===== src/rtl/lcv_mul_wide_seq_if.sv =====
// Request/result bundle for the wide sequential multiplier.
// The slave side is the multiplier; the master side is issue logic plus writeback.
interface lcv_mul_wide_seq_if #(
    parameter int WIDTH     = 32,
    parameter int TAG_WIDTH = 4
);
    logic                   inp_valid;
    logic                   inp_ready;
    logic [WIDTH-1:0]       inp_a;
    logic [WIDTH-1:0]       inp_b;
    logic                   inp_signed;
    logic [TAG_WIDTH-1:0]   inp_tag;
    logic                   outp_valid;
    logic                   outp_ready;
    logic [2*WIDTH-1:0]     outp_prod;
    logic [TAG_WIDTH-1:0]   outp_tag;
    logic                   outp_busy;

    modport slave (
        input  inp_valid, inp_a, inp_b, inp_signed, inp_tag, outp_ready,
        output inp_ready, outp_valid, outp_prod, outp_tag, outp_busy
    );

    modport master (
        output inp_valid, inp_a, inp_b, inp_signed, inp_tag, outp_ready,
        input  inp_ready, outp_valid, outp_prod, outp_tag, outp_busy
    );
endinterface


===== src/rtl/lcv_mul_wide_seq.sv =====
// WIDTH x WIDTH -> 2*WIDTH multiplier built from four HALF x HALF unsigned
// partial products on one mul-acc datapath; sign handled by magnitude/negate.
module lcv_mul_wide_seq #(
    parameter int WIDTH     = 32,
    parameter int TAG_WIDTH = 4
) (
    input  logic                clk,
    input  logic                rst,
    lcv_mul_wide_seq_if.slave   bus
);
    localparam int HALF = WIDTH / 2;

    typedef enum logic [1:0] {
        S_IDLE = 2'd0,
        S_MUL  = 2'd1,
        S_FIX  = 2'd2,
        S_DONE = 2'd3
    } state_t;

    state_t                 r_state;
    state_t                 w_state_nxt;
    logic [1:0]             r_phase;
    logic [2*WIDTH-1:0]     r_acc;
    logic [2*WIDTH-1:0]     r_prod;
    logic [WIDTH-1:0]       r_mag_a;
    logic [WIDTH-1:0]       r_mag_b;
    logic                   r_neg;
    logic [TAG_WIDTH-1:0]   r_tag;
    logic [TAG_WIDTH-1:0]   r_otag;
    logic                   r_valid;

    logic                   w_ready;
    logic                   w_accept;
    logic [HALF-1:0]        w_op_x;
    logic [HALF-1:0]        w_op_y;
    logic [WIDTH-1:0]       w_pp;
    logic [2*WIDTH-1:0]     w_addend;

    // Two's-complement magnitude; the most negative value maps to 2^(WIDTH-1).
    function automatic logic [WIDTH-1:0] magnitude(input logic [WIDTH-1:0] v, input logic s);
        return (s && v[WIDTH-1]) ? ({WIDTH{1'b0}} - v) : v;
    endfunction

    assign w_ready  = (r_state == S_IDLE) && !rst;
    assign w_accept = bus.inp_valid && w_ready;

    // State register.
    always_ff @(posedge clk) begin
        if (rst) begin
            r_state <= S_IDLE;
        end else begin
            r_state <= w_state_nxt;
        end
    end

    // Next-state decode.
    always_comb begin
        w_state_nxt = r_state;
        case (r_state)
            S_IDLE:  if (w_accept) w_state_nxt = S_MUL;  else w_state_nxt = S_IDLE;
            S_MUL:   if (r_phase == 2'd3) w_state_nxt = S_FIX; else w_state_nxt = S_MUL;
            S_FIX:   w_state_nxt = S_DONE;
            S_DONE:  if (bus.outp_ready) w_state_nxt = S_IDLE; else w_state_nxt = S_DONE;
            default: w_state_nxt = S_IDLE;
        endcase
    end

    // Phase bit 1 picks the a half, bit 0 the b half: aL.bL, aL.bH, aH.bL, aH.bH.
    always_comb begin
        w_op_x   = r_phase[1] ? r_mag_a[WIDTH-1:HALF] : r_mag_a[HALF-1:0];
        w_op_y   = r_phase[0] ? r_mag_b[WIDTH-1:HALF] : r_mag_b[HALF-1:0];
        w_pp     = WIDTH'(w_op_x) * WIDTH'(w_op_y);
        w_addend = {{WIDTH{1'b0}}, w_pp};
        case (r_phase)
            2'd0:    w_addend = {{WIDTH{1'b0}}, w_pp};
            2'd1:    w_addend = {{WIDTH{1'b0}}, w_pp} << HALF;
            2'd2:    w_addend = {{WIDTH{1'b0}}, w_pp} << HALF;
            2'd3:    w_addend = {w_pp, {WIDTH{1'b0}}};
            default: w_addend = {{WIDTH{1'b0}}, w_pp};
        endcase
    end

    // Operand capture, accumulation, sign fix-up and result hold.
    always_ff @(posedge clk) begin
        if (rst) begin
            r_phase <= 2'd0;
            r_acc   <= {(2*WIDTH){1'b0}};
            r_prod  <= {(2*WIDTH){1'b0}};
            r_mag_a <= {WIDTH{1'b0}};
            r_mag_b <= {WIDTH{1'b0}};
            r_neg   <= 1'b0;
            r_tag   <= {TAG_WIDTH{1'b0}};
            r_otag  <= {TAG_WIDTH{1'b0}};
            r_valid <= 1'b0;
        end else begin
            case (r_state)
                S_IDLE: begin
                    if (w_accept) begin
                        r_mag_a <= magnitude(bus.inp_a, bus.inp_signed);
                        r_mag_b <= magnitude(bus.inp_b, bus.inp_signed);
                        r_neg   <= bus.inp_signed && (bus.inp_a[WIDTH-1] ^ bus.inp_b[WIDTH-1]);
                        r_tag   <= bus.inp_tag;
                        r_acc   <= {(2*WIDTH){1'b0}};
                        r_phase <= 2'd0;
                    end
                end
                S_MUL: begin
                    r_acc   <= r_acc + w_addend;
                    r_phase <= r_phase + 2'd1;
                end
                S_FIX: begin
                    r_prod  <= r_neg ? ({(2*WIDTH){1'b0}} - r_acc) : r_acc;
                    r_otag  <= r_tag;
                    r_valid <= 1'b1;
                end
                S_DONE: begin
                    if (bus.outp_ready) begin
                        r_valid <= 1'b0;
                    end
                end
                default: r_valid <= 1'b0;
            endcase
        end
    end

    assign bus.inp_ready  = w_ready;
    assign bus.outp_valid = r_valid;
    assign bus.outp_prod  = r_prod;
    assign bus.outp_tag   = r_otag;
    assign bus.outp_busy  = (r_state != S_IDLE);
endmodule


===== src/flat_wrapper.sv =====
// flat-port wrapper written by rule: the top's interface ports become plain ports
module lcv_mul_wide_seq_flat 
#(
    parameter int WIDTH     = 32,
    parameter int TAG_WIDTH = 4
)
  (clk, rst, bus_inp_valid, bus_inp_a, bus_inp_b, bus_inp_signed, bus_inp_tag, bus_outp_ready, bus_inp_ready, bus_outp_valid, bus_outp_prod, bus_outp_tag, bus_outp_busy);
  lcv_mul_wide_seq_if #(.WIDTH(WIDTH), .TAG_WIDTH(TAG_WIDTH)) bus_i ();
  input  logic clk;
  input  logic rst;
  input wire logic [$bits(bus_i.inp_valid)-1:0] bus_inp_valid;
  input wire logic [$bits(bus_i.inp_a)-1:0] bus_inp_a;
  input wire logic [$bits(bus_i.inp_b)-1:0] bus_inp_b;
  input wire logic [$bits(bus_i.inp_signed)-1:0] bus_inp_signed;
  input wire logic [$bits(bus_i.inp_tag)-1:0] bus_inp_tag;
  input wire logic [$bits(bus_i.outp_ready)-1:0] bus_outp_ready;
  output wire logic [$bits(bus_i.inp_ready)-1:0] bus_inp_ready;
  output wire logic [$bits(bus_i.outp_valid)-1:0] bus_outp_valid;
  output wire logic [$bits(bus_i.outp_prod)-1:0] bus_outp_prod;
  output wire logic [$bits(bus_i.outp_tag)-1:0] bus_outp_tag;
  output wire logic [$bits(bus_i.outp_busy)-1:0] bus_outp_busy;
  assign bus_i.inp_valid = bus_inp_valid;
  assign bus_i.inp_a = bus_inp_a;
  assign bus_i.inp_b = bus_inp_b;
  assign bus_i.inp_signed = bus_inp_signed;
  assign bus_i.inp_tag = bus_inp_tag;
  assign bus_i.outp_ready = bus_outp_ready;
  assign bus_inp_ready = bus_i.inp_ready;
  assign bus_outp_valid = bus_i.outp_valid;
  assign bus_outp_prod = bus_i.outp_prod;
  assign bus_outp_tag = bus_i.outp_tag;
  assign bus_outp_busy = bus_i.outp_busy;
  lcv_mul_wide_seq #(.WIDTH(WIDTH), .TAG_WIDTH(TAG_WIDTH)) u_core (.clk(clk), .rst(rst), .bus(bus_i));
endmodule

===== config.mk =====
export PLATFORM = sky130hd
export DESIGN_NAME = lcv_mul_wide_seq_flat
export DESIGN_NICKNAME = d
export VERILOG_FILES = /design/src/rtl/lcv_mul_wide_seq_if.sv /design/src/rtl/lcv_mul_wide_seq.sv /design/src/flat_wrapper.sv
export SDC_FILE = /design/constraint.sdc
export NUM_CORES = 1
export LEC_CHECK = 0
export CAP_MARGIN = 40
export CORE_MARGIN = 1.5
export CORE_UTILIZATION = 40
export DETAILED_ROUTE_END_ITERATION = 12
export PLACE_DENSITY = 0.71
export SYNTH_ARGS = -nofsm -noshare
export SYNTH_HDL_FRONTEND = slang
export SYNTH_SLANG_ARGS = --single-unit

===== constraint.sdc =====
create_clock -name clk -period 9.25 [get_ports clk]
set_input_delay 1.3875 -clock clk [delete_from_list [all_inputs] [get_ports clk]]
set_output_delay 1.3875 -clock clk [all_outputs]
set_load 0.01 [all_outputs]

==> results.sh, run 1 <==
export IMPL_drt_initial_drc_count=1453
export IMPL_required_ns=9.74
export IMPL_cts_htree_levels=1
export IMPL_yosysTopAreaCell="dfxtp_1"
export IMPL_ios=144
export IMPL_path_class="flip-flop to flip-flop"
export IMPL_drc=0
export IMPL_powerDensity_nw_per_um2=124.7
export IMPL_drive_gt1_share_pct=11.94
export IMPL_path_max_fanout=8
export IMPL_netlist_instances=2827
export IMPL_relSlewSlack_pct=40.84
export IMPL_peakVddDrop_uv=128.3
export IMPL_netlist_area_um2=22580
export IMPL_die_h_um=240.6
export IMPL_synth_top_area_share_pct=18.27
export IMPL_async_reset_ff_share_pct=0
export IMPL_fill_cells=5271
export IMPL_diodes=0
export IMPL_arrival_ns=9.52
export IMPL_crit_top_cell="fa_1"
export IMPL_synth_avg_cell_area_um2=7.986
export IMPL_die_width_um=240.6
export IMPL_dp_hpwl_um=54820
export IMPL_yosysWarnings=0
export IMPL_status="finished clean"
export IMPL_post_route_util_pct=49.54
export IMPL_grt_remaining_overflow=0
export IMPL_cts_tree="built"
export IMPL_rsz0062_at_grt="yes"
export IMPL_drtPass1Iterations=5
export IMPL_io_buffers=143
export IMPL_finClkSkew_ns=0.03831
export IMPL_nets=3487
export IMPL_synth_ff_type="dfxtp_1"
export IMPL_synth_area_leaders="dfxtp_1 (18%), fa_1 (17%), ha_1 (9.5%), nand2_1 (5.9%), xor2_1 (4.5%)"
export IMPL_clkLatencyLatePin_ns=0.59
export IMPL_setup_violations=0
export IMPL_cts_made_buffers=25
export IMPL_hold_buffers=0
export IMPL_final_min_clock_period_ns=9.030
export IMPL_fp_coreArea_um2=55420
export IMPL_cp_num_buf_inv=6
export IMPL_tns_ns=0
export IMPL_cts_sinks=206
export IMPL_total_power_w=0.003423
export IMPL_floorplan_die_area_um2=57870
export IMPL_wl_per_cell_um=18.09
export IMPL_critical_path_max_stage_delay_ns=0.58
export IMPL_num_rows=86
export IMPL_drv_cap=0
export IMPL_vias_per_cell=5.432
export IMPL_grt_max_degree=105
export IMPL_slowest_stage="fa_1"
export IMPL_ant_nets=0
export IMPL_area_delta_synth_final_pct=21.60
export IMPL_grt_pass1_vias=19290
export IMPL_multi_input_area_um2=17360
export IMPL_end_kind="flip-flop"
export IMPL_cellLeakagePower_nw=11.78
export IMPL_hold_violations=0
export IMPL_ys_types=69
export IMPL_cp_top_family="adder cells"
export IMPL_wl_um=68980
export IMPL_min_period_over_period_pct=97.63
export IMPL_root_buffer="clkbuf_16"
export IMPL_place_congestion=1.012
export IMPL_final_seq_area_um2=4133
export IMPL_worst_pin_slew_ns=0.8874
export IMPL_crit_path_start_kind="flip-flop"
export IMPL_vias=20710
export IMPL_slew_violations=0
export IMPL_track_usage_pct=23.42
export IMPL_synth_edf_count=0
export IMPL_yosys_register_bits=206
export IMPL_antenna_found_initial=1
export IMPL_cts_clk_slew_worst_paths_ns=0.07
export IMPL_initial_utilization_pct=40.74
export IMPL_grt_pass1_wl_um=107200
export IMPL_max_freq_mhz=110.7
export IMPL_synth_fp_nets=3267
export IMPL_seq_area_frac_synth_pct=18.27
export IMPL_hp_class="flip-flop to flip-flop"
export IMPL_clock_tree_buffer_depth=3
## cell families after synthesis
group / synth area share [%]
compound gates: 17.43
xor+xnor: 7.720
fa+ha+maj: 26.82
buf+inv: 6.795
flops: 18.27
mux: 3.131
simple gates: 19.84
## final timing paths
path / start / endpoint / slack [ns] / depth (start not counted)
setup reg to reg: u_core.r_phase[1] / u_core.r_acc[63] / 0.22 / 35
hold / removal: u_core.r_tag[0] / u_core.bus.outp_tag[0] / 0.45 / 2
setup / recovery: u_core.r_phase[1] / u_core.r_acc[63] / 0.22 / 35
hold reg to reg: u_core.r_tag[0] / u_core.bus.outp_tag[0] / 0.45 / 2
## Yosys cell counts (4+ instances only)
| cell type | instances |
|---|---|
| nand4_1 | 22 |
| a211o_1 | 5 |
| o211ai_1 | 9 |
| nor4_1 | 11 |
| o21ai_0 | 180 |
| xor2_1 | 115 |
| nand3_1 | 60 |
| nor3b_1 | 6 |
| o21bai_1 | 16 |
| o22ai_1 | 9 |
| or4_1 | 10 |
| and2_1 | 27 |
| or3_1 | 18 |
| mux2i_1 | 38 |
| a22o_1 | 13 |
| nand2_1 | 355 |
| a21o_1 | 48 |
| nor2_1 | 266 |
| ha_1 | 172 |
| mux2_2 | 29 |
| clkbuf_1 | 126 |
| a21oi_1 | 164 |
| nor2b_1 | 19 |
| xnor2_1 | 84 |
| and3_1 | 15 |
| o41ai_2 | 5 |
| nor3_1 | 34 |
| o31ai_1 | 29 |
| or2_2 | 13 |
| nand2b_1 | 14 |
| inv_1 | 266 |
| o21a_1 | 16 |
| fa_1 | 195 |
| a211oi_1 | 64 |
| a311oi_1 | 4 |
| dfxtp_1 | 206 |
| nand3b_1 | 73 |
| buf_1 | 12 |
| o41ai_1 | 16 |
| a31oi_1 | 18 |
## area by class of cell
class | instances | area share, %
Multi-Input combinational cell | 2214 | 63.22
Clock buffer | 32 | 2.520
Clock inverter | 13 | 0.7839
Timing Repair Buffer | 334 | 11.37
Inverter | 266 | 3.637
Sequential cell | 206 | 15.05
Tap cell | 748 | 3.409
## tightest hold or removal path, stage by stage (launching register included)
cell and delay, ns:
dfxtp_1 0.30, nand2_1 0.05, a21oi_1 0.05
## metal layers
layer	track usage, %	share of wire [%]	vias to the layer above
met3	3.191	6.5	111
li1	-	-	10060
met1	32.52	45	9893
met4	6.289	3.0	0
met2	38.09	46	645
met5	0	0	-
## cell usage in the layout (no fill, tap or decap), types with 27 or more instances in the layout
cell type and n:
nand2_1 352, dfxtp_1 203, a21oi_1 159, and2_1 27
fa_1 190, xnor2_1 83, a211oi_1 61, nand3_1 59
nor2_1 260, xor2_1 113, o21ai_0 177, clkdlybuf4s50_1 142
clkbuf_16 28, inv_1 261, o31ai_1 28, nand3b_1 73
nor3_1 30, a21o_1 48, ha_1 163, buf_4 157
## state kept, by name (all words and copies together) (netlist names)
register               cells
u_core.bus.outp_valid      1
u_core.r_neg               1
u_core.bus.outp_prod      64
u_core.r_state             2
u_core.bus.outp_tag        4
u_core.r_mag_a            32
u_core.r_phase             2
u_core.r_mag_b            32
u_core.r_tag               4
u_core.r_acc              64
## stage by stage
stage	setup WS (ns)	cells	area [um^2]	hold WS, ns
6_report	0.2195	3813	27450	0.4456
3_3_place_gp	0.03559	3727	25670	0.4400
4_1_cts	0.009400	3777	26670	0.4433
2_1_floorplan	0.01187	2827	22670	0.4319
5_1_grt	-0.1080	3813	27450	0.4661
3_5_place_dp	-0.06457	3732	25760	0.4428
## power breakdown
group | internal [W] | switching, W
Sequential | 0.000928 | 0.0000543
Combinational | 0.000561 | 0.000775
Clock | 0.000670 | 0.000435
Total | 0.00216 | 0.00126
## timing repair
| action | CTS | global route |
|---|---|---|
| setup endpoints to repair | 2 | 23 |
| hold endpoints to repair | 0 | 0 |
| buffers inserted | 0 | 33 |
| cloned | 0 | 3 |
| pin swaps | 0 | 58 |
| resized for setup | 1 | 104 |
No activity file was read; power rests on OpenSTA's default activity.
==> run 2, diff against run 1 <==
Settings changed: CTS_BUF_LIST set to sky130_fd_sc_hd__clkbuf_8.
==> results.sh, run 2 (synthesis results as in run 1) <==
export IMPL_worst_pin_slew_ns=0.8794
export IMPL_floorplan_die_area_um2=57870
export IMPL_end_kind="flip-flop"
export IMPL_path_max_fanout=7
export IMPL_cellLeakagePower_nw=11.72
export IMPL_powerDensity_nw_per_um2=121.8
export IMPL_area_delta_synth_final_pct=20.04
export IMPL_wl_per_cell_um=18.01
export IMPL_die_h_um=240.6
export IMPL_layout_cells_most_common_list="nand2_1 (353), inv_1 (269), nor2_1 (262), dfxtp_1 (203), fa_1 (192)"
export IMPL_slew_violations=0
export IMPL_path_class="flip-flop to flip-flop"
export IMPL_required_ns=9.74
export IMPL_grt_pass1_wl_um=107500
export IMPL_final_seq_area_um2=4130
export IMPL_nets=3487
export IMPL_drt_initial_drc_count=1480
export IMPL_final_common_cell="nand2_1"
export IMPL_seq_power_share_pct=29.7
export IMPL_grt_remaining_overflow=0
export IMPL_clkLatencyLatePin_ns=0.61
export IMPL_drc=0
export IMPL_relSlewSlack_pct=41.37
export IMPL_setup_violations=0
export IMPL_critical_path_max_stage_delay_ns=0.58
export IMPL_hp_class="flip-flop to flip-flop"
export IMPL_fp_coreArea_um2=55420
export IMPL_max_freq_mhz=111.4
export IMPL_grt_max_degree=105
export IMPL_min_period_over_period_pct=97.04
export IMPL_tns_ns=0
export IMPL_cts_htree_levels=2
export IMPL_hold_violations=0
export IMPL_total_power_w=0.003300
export IMPL_ios=144
export IMPL_whs_ns=0.4446
export IMPL_track_usage_pct=23.60
export IMPL_root_buffer="clkbuf_8"
export IMPL_slowest_stage="fa_1"
export IMPL_internal_power_w=0.002047
export IMPL_multi_input_area_um2=17250
export IMPL_diodes=0
export IMPL_cts_tree="built"
export IMPL_grt_pass1_vias=19470
export IMPL_dp_hpwl_um=54820
export IMPL_cts_sinks=206
export IMPL_peakVddDrop_uv=79.12
export IMPL_clockPowerShare_pct=30.6
export IMPL_swShare_pct=37.98
export IMPL_antenna_found_initial=1
export IMPL_io_buffers=143
export IMPL_hold_buffers=0
export IMPL_ant_nets=0
export IMPL_cts_clk_slew_worst_paths_ns=0.07
export IMPL_rsz0062_at_grt="yes"
export IMPL_drive_gt1_share_pct=11.67
export IMPL_netSwitchingPower_w=0.001253
export IMPL_vias=20630
export IMPL_clock_tree_buffer_depth=3
export IMPL_initial_utilization_pct=40.74
export IMPL_arrival_ns=9.47
export IMPL_crit_path_start_kind="flip-flop"
export IMPL_wl_um=68850
export IMPL_crit_top_cell="fa_1"
export IMPL_die_width_um=240.6
export IMPL_pwr_share_comb_pct=39.7
export IMPL_place_congestion=1.012
export IMPL_drtPass1Iterations=6
export IMPL_post_route_util_pct=48.90
export IMPL_fill_cells=5300
export IMPL_drv_cap=0
export IMPL_vias_per_cell=5.396
export IMPL_num_rows=86
export IMPL_final_min_clock_period_ns=8.976
export IMPL_finClkSkew_ns=0.03492
export IMPL_status="finished clean"
export IMPL_cts_made_buffers=41
[run 2: cell types whose count changed in the layout (fill, tap and decap cells not counted), sizes merged]
| cell | change |
|---|---|
| buf | -14 |
| bufinv | -4 |
| clkbuf | +23 |
| clkinv | +2 |
| clkinvlp | -1 |
| inv | +4 |
[run 2: power groups by stage]
stage	clock [W]	sequential, W	combinational [W]
floorplan	0	0.000977	0.000807
global placement	0	0.000996	0.00122
detailed placement	0	0.000997	0.00124
CTS	0.00103	0.000978	0.00125
global route	0.00107	0.000985	0.00143
finish	0.00101	0.000981	0.00131
[run 2: area by class of cell]
class | instances | share of cell area (%)
clock buffer | 57 | 2.895
tap | 748 | 3.454
sequential | 206 | 15.24
timing repair buffer | 318 | 10.72
clock inverter | 14 | 0.3694
inverter | 266 | 3.684
multi-input combinational | 2214 | 63.64
[run 2: critical path: cells and delay by family (launching register included)]
family | cells | cell delay [ns]
AO/OA/AOI/OAI | 9 | 2.03
adder cells (fa/ha/maj) | 8 | 3.72
buffers and inverters | 5 | 0.52
flip-flops | 1 | 0.40
multiplexers | 2 | 0.57
AND/OR/NAND/NOR | 7 | 1.58
[run 2: final timing paths]
check,endpoint,cells after the start,startpoint,slack [ns]
worst max-delay path,u_core.r_acc[63],31,u_core.r_phase[1],0.27
worst max register to register,u_core.r_acc[63],31,u_core.r_phase[1],0.27
worst min register to register,u_core.bus.outp_tag[0],2,u_core.r_tag[0],0.44
worst min-delay path,u_core.bus.outp_tag[0],2,u_core.r_tag[0],0.44
[run 2: timing repair]
item / in CTS / in global routing
endpoints found under the setup margin: 7 / 24
pin swaps: 1 / 29
gates cloned: 0 / 1
buffers inserted: 2 / 17
gates resized for setup: 2 / 67
[run 2: per-layer routing]
layer  routed length (um)  track usage [%]
met2                31290            38.00
met1                30890            32.13
met3                 4601            3.923
met5                    0                0
met4                 2075            7.700
[run 2: metrics by stage]
| stage | worst slack, ns | std cells | area, um^2 |
|---|---|---|---|
| after floorplan | 0.01187 | 2827 | 22670 |
| after global routing | -0.08410 | 3823 | 27100 |
| after global placement | 0.03559 | 3727 | 25670 |
| after detailed placement | -0.06457 | 3732 | 25760 |
| final | 0.2740 | 3823 | 27100 |
| after CTS | 0.02473 | 3805 | 26680 |
